[src/rtl/vdc_pi_servo_if.sv]
// Signal bundle between the error source / PWM block and the PI servo stage.
// err_valid is a one-cycle strobe with no ready: a strobe arriving while busy=1 is dropped and latches ovr.
interface vdc_pi_servo_if;
  logic               on;
  logic               hold;
  logic signed [15:0] err;
  logic               err_valid;
  logic signed [15:0] kp;
  logic signed [15:0] ki;
  logic signed [31:0] nh_ff;
  logic signed [31:0] NT;
  logic signed [31:0] NH;
  logic               nh_valid;
  logic               sat_hi;
  logic               sat_lo;
  logic               busy;
  logic               ovr;
  logic               vdc_trig;
  logic [2:0]         state_dbg;
  logic signed [47:0] integ_dbg;

  modport master (
    output on, hold, err, err_valid, kp, ki, nh_ff, NT,
    input  NH, nh_valid, sat_hi, sat_lo, busy, ovr, vdc_trig, state_dbg, integ_dbg
  );

  modport slave (
    input  on, hold, err, err_valid, kp, ki, nh_ff, NT,
    output NH, nh_valid, sat_hi, sat_lo, busy, ovr, vdc_trig, state_dbg, integ_dbg
  );
endinterface

[src/rtl/vdc_pi_servo.sv]
// PI servo producing the PWM high-count NH in [0, NT] with conditional-integration
// anti-windup, plus the shared period trigger vdc_trig.
module vdc_pi_servo #(
  parameter int unsigned        PS   = 8,
  parameter int unsigned        IS   = 16,
  parameter logic signed [47:0] IMAX = 48'sh3FFF_FFFF_FFFF
) (
  input logic           clk,
  input logic           rst,
  vdc_pi_servo_if.slave bus
);

  typedef enum logic [2:0] {IDLE = 3'd0, MUL = 3'd1, ACC = 3'd2, SUM = 3'd3, CLAMP = 3'd4} state_t;

  localparam logic signed [48:0] IMAX49 = {IMAX[47], IMAX};

  state_t             state_q, state_d;
  logic signed [15:0] err_q, kp_q, ki_q;
  logic signed [31:0] ff_q, p_q, di_q, nh_q;
  logic signed [47:0] integ_q;
  logic signed [49:0] u_q;
  logic               nh_valid_q, sat_hi_q, sat_lo_q, ovr_q, trig_q;
  logic [31:0]        tcnt_q;

  logic signed [48:0] acc_sum;
  logic signed [47:0] acc_sat;
  logic               acc_skip;
  logic signed [31:0] p_sh;
  logic signed [47:0] i_sh;
  logic signed [49:0] sum_u;
  logic signed [49:0] nt50;

  always_ff @(posedge clk or posedge rst) begin
    if (rst) state_q <= IDLE;
    else     state_q <= state_d;
  end

  always_comb begin
    state_d = state_q;
    if (!bus.on) begin
      state_d = IDLE;
    end else begin
      case (state_q)
        IDLE:    if (bus.err_valid) state_d = MUL;
        MUL:     state_d = ACC;
        ACC:     state_d = SUM;
        SUM:     state_d = CLAMP;
        CLAMP:   state_d = IDLE;
        default: state_d = IDLE;
      endcase
    end
  end

  // Integrator step is frozen by hold, or when it would push further into the clamp just hit.
  always_comb begin
    acc_sum  = {integ_q[47], integ_q} + {{17{di_q[31]}}, di_q};
    acc_sat  = acc_sum[47:0];
    if (acc_sum > IMAX49)       acc_sat = IMAX;
    else if (acc_sum < -IMAX49) acc_sat = -IMAX;
    acc_skip = bus.hold || (sat_hi_q && (di_q > 32'sd0)) || (sat_lo_q && (di_q < 32'sd0));
    p_sh     = p_q >>> PS;
    i_sh     = integ_q >>> IS;
    sum_u    = {{18{p_sh[31]}}, p_sh} + {{2{i_sh[47]}}, i_sh} + {{18{ff_q[31]}}, ff_q};
    nt50     = {{18{bus.NT[31]}}, bus.NT};
  end

  always_ff @(posedge clk or posedge rst) begin
    if (rst) begin
      err_q      <= '0;
      kp_q       <= '0;
      ki_q       <= '0;
      ff_q       <= '0;
      p_q        <= '0;
      di_q       <= '0;
      integ_q    <= '0;
      u_q        <= '0;
      nh_q       <= '0;
      nh_valid_q <= 1'b0;
      sat_hi_q   <= 1'b0;
      sat_lo_q   <= 1'b0;
      ovr_q      <= 1'b0;
    end else begin
      nh_valid_q <= 1'b0;
      if (!bus.on) begin
        integ_q  <= '0;
        nh_q     <= '0;
        sat_hi_q <= 1'b0;
        sat_lo_q <= 1'b0;
        ovr_q    <= 1'b0;
      end else begin
        if (bus.err_valid && (state_q != IDLE)) ovr_q <= 1'b1;
        case (state_q)
          IDLE: begin
            if (bus.err_valid) begin
              err_q <= bus.err;
              kp_q  <= bus.kp;
              ki_q  <= bus.ki;
              ff_q  <= bus.nh_ff;
            end
          end
          MUL: begin
            p_q  <= 32'(kp_q) * 32'(err_q);
            di_q <= 32'(ki_q) * 32'(err_q);
          end
          ACC: if (!acc_skip) integ_q <= acc_sat;
          SUM: u_q <= sum_u;
          CLAMP: begin
            nh_valid_q <= 1'b1;
            if (bus.NT <= 32'sd0) begin
              nh_q     <= '0;
              sat_hi_q <= 1'b0;
              sat_lo_q <= 1'b0;
            end else if (u_q < 50'sd0) begin
              nh_q     <= '0;
              sat_hi_q <= 1'b0;
              sat_lo_q <= 1'b1;
            end else if (u_q > nt50) begin
              nh_q     <= bus.NT;
              sat_hi_q <= 1'b1;
              sat_lo_q <= 1'b0;
            end else begin
              nh_q     <= u_q[31:0];
              sat_hi_q <= 1'b0;
              sat_lo_q <= 1'b0;
            end
          end
          default: ;
        endcase
      end
    end
  end

  // Period counter runs regardless of on; the >= compare lets an NT shrink wrap on the next edge.
  always_ff @(posedge clk or posedge rst) begin
    if (rst) begin
      tcnt_q <= '0;
      trig_q <= 1'b0;
    end else if (bus.NT <= 32'sd1) begin
      tcnt_q <= '0;
      trig_q <= 1'b0;
    end else if ($signed(tcnt_q) >= (bus.NT - 32'sd1)) begin
      tcnt_q <= '0;
      trig_q <= 1'b1;
    end else begin
      tcnt_q <= tcnt_q + 32'd1;
      trig_q <= 1'b0;
    end
  end

  assign bus.NH        = nh_q;
  assign bus.nh_valid  = nh_valid_q;
  assign bus.sat_hi    = sat_hi_q;
  assign bus.sat_lo    = sat_lo_q;
  assign bus.busy      = (state_q != IDLE);
  assign bus.ovr       = ovr_q;
  assign bus.vdc_trig  = trig_q;
  assign bus.state_dbg = state_q;
  assign bus.integ_dbg = integ_q;

endmodule

[src/flat_wrapper.sv]
// flat-port wrapper written by rule: the top's interface ports become plain ports
module vdc_pi_servo_flat 
#(
  parameter int unsigned        PS   = 8,
  parameter int unsigned        IS   = 16,
  parameter logic signed [47:0] IMAX = 48'sh3FFF_FFFF_FFFF
)
  (clk, rst, bus_on, bus_hold, bus_err, bus_err_valid, bus_kp, bus_ki, bus_nh_ff, bus_NT, bus_NH, bus_nh_valid, bus_sat_hi, bus_sat_lo, bus_busy, bus_ovr, bus_vdc_trig, bus_state_dbg, bus_integ_dbg);
  vdc_pi_servo_if bus_i ();
  input logic clk;
  input logic rst;
  input wire logic [$bits(bus_i.on)-1:0] bus_on;
  input wire logic [$bits(bus_i.hold)-1:0] bus_hold;
  input wire logic [$bits(bus_i.err)-1:0] bus_err;
  input wire logic [$bits(bus_i.err_valid)-1:0] bus_err_valid;
  input wire logic [$bits(bus_i.kp)-1:0] bus_kp;
  input wire logic [$bits(bus_i.ki)-1:0] bus_ki;
  input wire logic [$bits(bus_i.nh_ff)-1:0] bus_nh_ff;
  input wire logic [$bits(bus_i.NT)-1:0] bus_NT;
  output wire logic [$bits(bus_i.NH)-1:0] bus_NH;
  output wire logic [$bits(bus_i.nh_valid)-1:0] bus_nh_valid;
  output wire logic [$bits(bus_i.sat_hi)-1:0] bus_sat_hi;
  output wire logic [$bits(bus_i.sat_lo)-1:0] bus_sat_lo;
  output wire logic [$bits(bus_i.busy)-1:0] bus_busy;
  output wire logic [$bits(bus_i.ovr)-1:0] bus_ovr;
  output wire logic [$bits(bus_i.vdc_trig)-1:0] bus_vdc_trig;
  output wire logic [$bits(bus_i.state_dbg)-1:0] bus_state_dbg;
  output wire logic [$bits(bus_i.integ_dbg)-1:0] bus_integ_dbg;
  assign bus_i.on = bus_on;
  assign bus_i.hold = bus_hold;
  assign bus_i.err = bus_err;
  assign bus_i.err_valid = bus_err_valid;
  assign bus_i.kp = bus_kp;
  assign bus_i.ki = bus_ki;
  assign bus_i.nh_ff = bus_nh_ff;
  assign bus_i.NT = bus_NT;
  assign bus_NH = bus_i.NH;
  assign bus_nh_valid = bus_i.nh_valid;
  assign bus_sat_hi = bus_i.sat_hi;
  assign bus_sat_lo = bus_i.sat_lo;
  assign bus_busy = bus_i.busy;
  assign bus_ovr = bus_i.ovr;
  assign bus_vdc_trig = bus_i.vdc_trig;
  assign bus_state_dbg = bus_i.state_dbg;
  assign bus_integ_dbg = bus_i.integ_dbg;
  vdc_pi_servo #(.PS(PS), .IS(IS), .IMAX(IMAX)) u_core (.clk(clk), .rst(rst), .bus(bus_i));
endmodule
[config.mk]
export PLATFORM = sky130hd
export DESIGN_NAME = vdc_pi_servo_flat
export DESIGN_NICKNAME = d
export VERILOG_FILES = /design/src/rtl/vdc_pi_servo_if.sv /design/src/rtl/vdc_pi_servo.sv /design/src/flat_wrapper.sv
export SDC_FILE = /design/constraint.sdc
export NUM_CORES = 2
export LEC_CHECK = 0
export CAP_MARGIN = 40
export CORE_ASPECT_RATIO = 0.6
export CORE_MARGIN = 2
export CORE_UTILIZATION = 45
export DETAILED_ROUTE_END_ITERATION = 8
export PLACE_DENSITY_LB_ADDON = 0.15
export SETUP_SLACK_MARGIN = 0.4
export SLEW_MARGIN = 20
export SYNTH_ARGS = -nofsm -noshare
export SYNTH_HDL_FRONTEND = slang
export SYNTH_SLANG_ARGS = --single-unit
[constraint.sdc]
create_clock -name clk -period 17.4 [get_ports clk]
set_input_delay 3.48 -clock clk [delete_from_list [all_inputs] [get_ports clk]]
set_output_delay 3.48 -clock clk [all_outputs]
set_load 0.1 [all_outputs]
=== Word-level counts from Yosys, hierarchy flattened ===
Cells that the tools add are included.
W data, S select, Z words.

* Register bits: 314
* Input port bits: 117
* Output and inout bits: 89
* Word-level logic and storage cells: 82

* Add/sub/neg operators: 5
* Multipliers: 2
* $lt $le $gt $ge: 9
* Eq/ne operators: 9
* Multiplexer cells: 30
* Reductions and logical operators: 11

{| class="wikitable"
|+ Operators with widths
! operator !! count
|-
| $mux W48 || 5
|-
| $mux W32 || 7
|-
| $mul A16 B16 Y32 || 2
|-
| $add A50 B50 Y50 || 1
|-
| $gt A50 B32 Y1 || 1
|-
| $lt A50 B1 Y1 const B || 1
|-
| $add A48 B32 Y49 || 1
|-
| $gt A49 B47 Y1 const B || 1
|-
| $lt A49 B47 Y1 const B || 1
|-
| $add A24 B32 Y33 || 1
|-
| $add A32 B1 Y32 const B || 1
|-
| $ge A32 B32 Y1 || 1
|-
| $gt A32 B1 Y1 const B || 1
|-
| $le A32 B1 Y1 const B || 1
|-
| $le A32 B2 Y1 const B || 1
|-
| $lt A32 B1 Y1 const B || 1
|-
| $sub A32 B2 Y32 const B || 1
|-
| $mux W1 || 15
|-
| $pmux W3 S4 || 1
|-
| $eq A3 B2 Y1 const B || 2
|-
| $mux W3 || 2
|-
| $ne A2 B1 Y1 const B || 3
|-
| $reduce_and A2 Y1 || 3
|-
| $eq A3 B1 Y1 const B || 1
|-
| other kinds (8) || 11
|}

=== Logic depth before layout (Yosys ltp) ===
* Word-level depth: 7
* Mapped depth: 26

=== Worst setup path after synthesis ===
OpenSTA, ideal clock, no wires.

* Path type: input port to flip-flop
* Start point: in bus_NT[0]
* End point: reg u_core.tcnt_q[23]
* Setup time: 0.132 ns
* Data arrival time: 7.115 ns
* Setup slack: 10.154 ns
* Stages on the path: 20
* Path through: nor3_1 nand2_1 or3_1 nor3_1 nand2_1 nor3_1 xnor2_1 ha_1 a21o_1 a21o_1 a21o_1 a21o_1 a21o_1 a21o_1 a21oi_1 o221ai_1 xor2_1 nand3_1 clkbuf_1 nor2_1

* Cells in the longest elaborated chain, start to end: 4
* Elaborated cells between the ends (all ways): 5
* Classes of those cells: add/sub (1); order compare (2); mux (2)

{| class="wikitable"
|+ Ends and longest elaborated chain
! what !! RTL line !! source
|-
| start, declared || flat_wrapper.sv:19 || <nowiki>input wire logic [$bits(bus_i.NT)-1:0] bus_NT;</nowiki>
|-
| $sub A32 B2 Y32 || vdc_pi_servo.sv:141 || <nowiki>end else if ($signed(tcnt_q) >= (bus.NT - 32'sd1)) begin</nowiki>
|-
| $ge A32 B32 Y1 || vdc_pi_servo.sv:141 ||
|-
| $mux W32 || vdc_pi_servo.sv:141 ||
|-
| $mux W32 (*) || vdc_pi_servo.sv:138 || <nowiki>end else if (bus.NT <= 32'sd1) begin</nowiki>
|-
| end signal, assigned || vdc_pi_servo.sv:145 || <nowiki>tcnt_q <= tcnt_q + 32'd1;</nowiki>
|-
| end, declared || vdc_pi_servo.sv:23 || <nowiki>logic [31:0] tcnt_q;</nowiki>
|}

Every way passes the cells marked *; elsewhere a longest branch is shown, timed or not.
A chain may end at the register's enable or synchronous reset.

=== Worst setup path after layout ===
* Start point: in bus_NT[0]
* End point: reg u_core.tcnt_q[6]

Same word-level chain as after synthesis.

==> run_results.csv <==
group,metric,value,unit
yosys,syn-cell-area,39860,um2
critical_path,r2r_start,"u_core.err_q[15]$_DFFE_PP0P_",
sta,rsz0062_at_grt,"false",
die,core,87650,um2
cells_and_area,fin_util,52.94,%
die,start_util,45.47,%
yosys,synth_edf_count,0,
yosys,synthArstFlopShare,100.0,%
critical_path,endpoint_kind,"flop",
critical_path,cp.arrival,8.64,ns
critical_path,timing.critical_path.mode_cell,"a21o_1",
die,die_x,388.2,um
sta,fmax,122.1,MHz
critical_path,cp-endpoint,"u_core.tcnt_q[6]$_DFF_PP0_",
sta,hold_viol_final,0,
detailed_routing,routedWlPerCell,20.13,um
die,die_h,234.5,um
critical_path,crit_cells,20,
sta,setup_viol,0,
critical_path,start_kind,"input port",
critical_path,worstPathMaxFanout,32,
cells_and_area,drive_gt1_share,7.253,%
clock_network,cts_tree,"done",
critical_path,worstReg2RegEnd,"u_core.di_q[31]$_DFFE_PP0P_",
yosys,synthTopCellsByCount,"inv_1 (701), fa_1 (526), nand2_1 (503)",
yosys,ys_types,88,
detailed_routing,drt-total-wl,117200,um
place,portBuffers,205,
sta,tightestPinTransition,0.8792,ns
clock_network,post-cts-setup-buffers,0,
detailed_routing,num_vias,31377,
run_status,status,"finished, final reports clean",
yosys,syn-num-nets,5398,
yosys,yosys_warnings,0,
critical_path,r2r_cells,23,
sta,post-route-min-period,8.189,ns
grt,antenna_found_initial,1,
yosys,synth.most_common_cell,"inv_1",
hold_path,holdCritPathClass,"reg2reg",
detailed_routing,postRouteAntennaNets,0,
critical_path,critPathKind,"in2reg",
critical_path,required,17.85,ns
yosys,yosysTopAreaCellShare,26.42,%
place,place_congestion,0.9329,
run,drv_cap,0,
die,ioPinCount,206,
grt,overflow,0,
detailed_routing,drt_iter0_markers,2429,
die,die_area,91050,um2
yosys,ys_ff_latch,306,
yosys,synthCells,4396,
clock_network,h-tree-depth,2,
clock_network,cts_hold_buf,0,
clock_network,clkLatencyLatePin,0.58,ns
clock_network,clock_path_buffers,3,
clock_network,cts_sinks,306,
yosys,synth_area_leaders,"fa_1 (26%), dfrtp_1 (19%), ha_1 (11%), inv_1 (6.6%), nand2_1 (4.7%)",
cells_and_area,fin_cells,5822,
grt,grt_usage,26.27,%
detailed_routing,via_per_inst,5.389,
grt,grt_pass1_wl,184300,um
grt,grt_max_degree,80,
die,rows,84,
sta,finalCritPeriodShare,47.06,%
sta,maxSlewHeadroom,41.38,%
detailed_routing,drc_errors,0,
cells_and_area,num-fill-cells,8133,
clock_network,path_clk_slew,0.06,ns
clock_network,numCtsBuffers,37,
critical_path,crit_path_cell_trace,"clkdlybuf4s50_1, nor3_1, nand2_1, or3_1, nor3_1, nand2_1, nor2_1, nand4_1, xnor2_1, ha_1, a21o_1, a21o_1, a21o_1, a21o_1, a21oi_1, o221ai_1, xor2_1, nand3_1, buf_4, nor2_1",
clock_network,cts_resized,0,
critical_path,critPathLaunch,"bus_NT[0]",
cells_and_area,syn_to_final_growth,16.42,%
place,placedCellCount,5751,
clock_network,clockRootBuffer,"clkbuf_16",
critical_path,cp_num_buf_inv,2,
yosys,synth_ff_type,"dfrtp_1",
yosys,syn_area_per_cell,9.067,um2
critical_path,critPathTopFamily,"simple AND/OR/NAND/NOR gates",
grt,grt_pass1_vias,30488,
place,hpwl,96450,um
cells_and_area,finalNetCount,5634,
sta,tns,0,ns
critical_path,slowest_delay,0.54,ns
sta,fin_skew,0.01329,ns
yosys,synth_area_leader_cell,"fa_1",
detailed_routing,drt_first_pass_iters,5,
hold_path,hold_path_depth,2,
sta,final_max_slew_viol_count,0,
critical_path,rrSetupSlack,9.58,ns
critical_path,crit_slowest_cell,"nor3_1",
yosys,ys_seq_area_share,19.21,%
-- metrics by stage --
| stage | hold slack [ns] | cell area (um2) | setup slack [ns] |
|---|---|---|---|
| after floorplan | 0.4537 | 39860 | 5.461 |
| final | 0.4872 | 46400 | 9.211 |
| after CTS | 0.4856 | 46350 | 9.376 |
| after detailed placement | 0.4719 | 45050 | 8.799 |
| after global routing | 0.5030 | 46400 | 9.022 |
| after global placement | 0.4626 | 43150 | 8.870 |
-- flip-flops by register name, indices dropped and copies added, names as in the netlist --
name	count
u_core.ki_q	16
u_core.kp_q	16
u_core.u_q	50
u_core.bus.vdc_trig	1
u_core.bus.integ_dbg	48
u_core.err_q	16
u_core.bus.NH	32
u_core.bus.state_dbg	3
u_core.tcnt_q	32
u_core.bus.sat_lo	1
u_core.bus.sat_hi	1
u_core.di_q	32
u_core.bus.nh_valid	1
u_core.bus.ovr	1
u_core.ff_q	32
u_core.p_q	24
-- cell usage in the layout (no fill, tap or decap), drive strengths merged, types with 158 or more instances in the layout --
cell type      instances
and2                 247
nand2                503
clkdlybuf4s50        205
nor2                 251
fa                   526
inv                  706
ha                   359
dfrtp                306
o21ai                249
a21oi                158
-- worst min-delay path: cells and delay by family, from the launching register on --
| family | cells | cell delay [ns] |
|---|---|---|
| flip-flops | 1 | 0.34 |
| AO/OA/AOI/OAI | 1 | 0.06 |
| AND/OR/NAND/NOR | 1 | 0.05 |
-- cell type report --
cell class	instances	area, um2	area share [%]
clock buffer	46	999.7	2.154
sequential	306	7657	16.50
antenna	1	2.502	0.005393
inverter	703	2646	5.703
multi-input combinational	3233	28980	62.45
clock inverter	21	309.0	0.6660
timing repair buffer	351	4357	9.388
tap	1161	1453	3.130
-- worst min-delay path by stage --
stage	startpoint	endpoint	slack, ns
after floorplan	u_core.p_q[16]$_DFFE_PP0P_	u_core.p_q[16]$_DFFE_PP0P_	0.45
final	u_core.bus.NH[30]$_DFFE_PP0P_	u_core.bus.NH[30]$_DFFE_PP0P_	0.49
after global placement	u_core.bus.NH[7]$_DFFE_PP0P_	u_core.bus.NH[7]$_DFFE_PP0P_	0.46
after detailed placement	u_core.bus.NH[30]$_DFFE_PP0P_	u_core.bus.NH[30]$_DFFE_PP0P_	0.47
after global routing	u_core.bus.NH[30]$_DFFE_PP0P_	u_core.bus.NH[30]$_DFFE_PP0P_	0.50
after CTS	u_core.bus.NH[30]$_DFFE_PP0P_	u_core.bus.NH[30]$_DFFE_PP0P_	0.49
-- logic make-up after synthesis --
logic type | Yosys count | synth area share (%)
compound gates | 698 | 11.01
xor+xnor | 228 | 5.010
fa+ha+maj | 885 | 37.69
buf+inv | 857 | 8.196
flops | 306 | 19.21
simple gates | 1302 | 15.60
mux | 120 | 3.287
-- layer usage --
metal,vias up,global-route usage [%],share of wire (%)
li1,14674,-,-
met1,15649,43.96,53
met2,985,32.65,36
met3,69,7.751,9.7
met4,0,3.295,1.1
met5,-,0,0
Power is left out: the tool's default activity adds up to more than one toggle a clock period on the data nets, which glitch-free logic cannot reach.
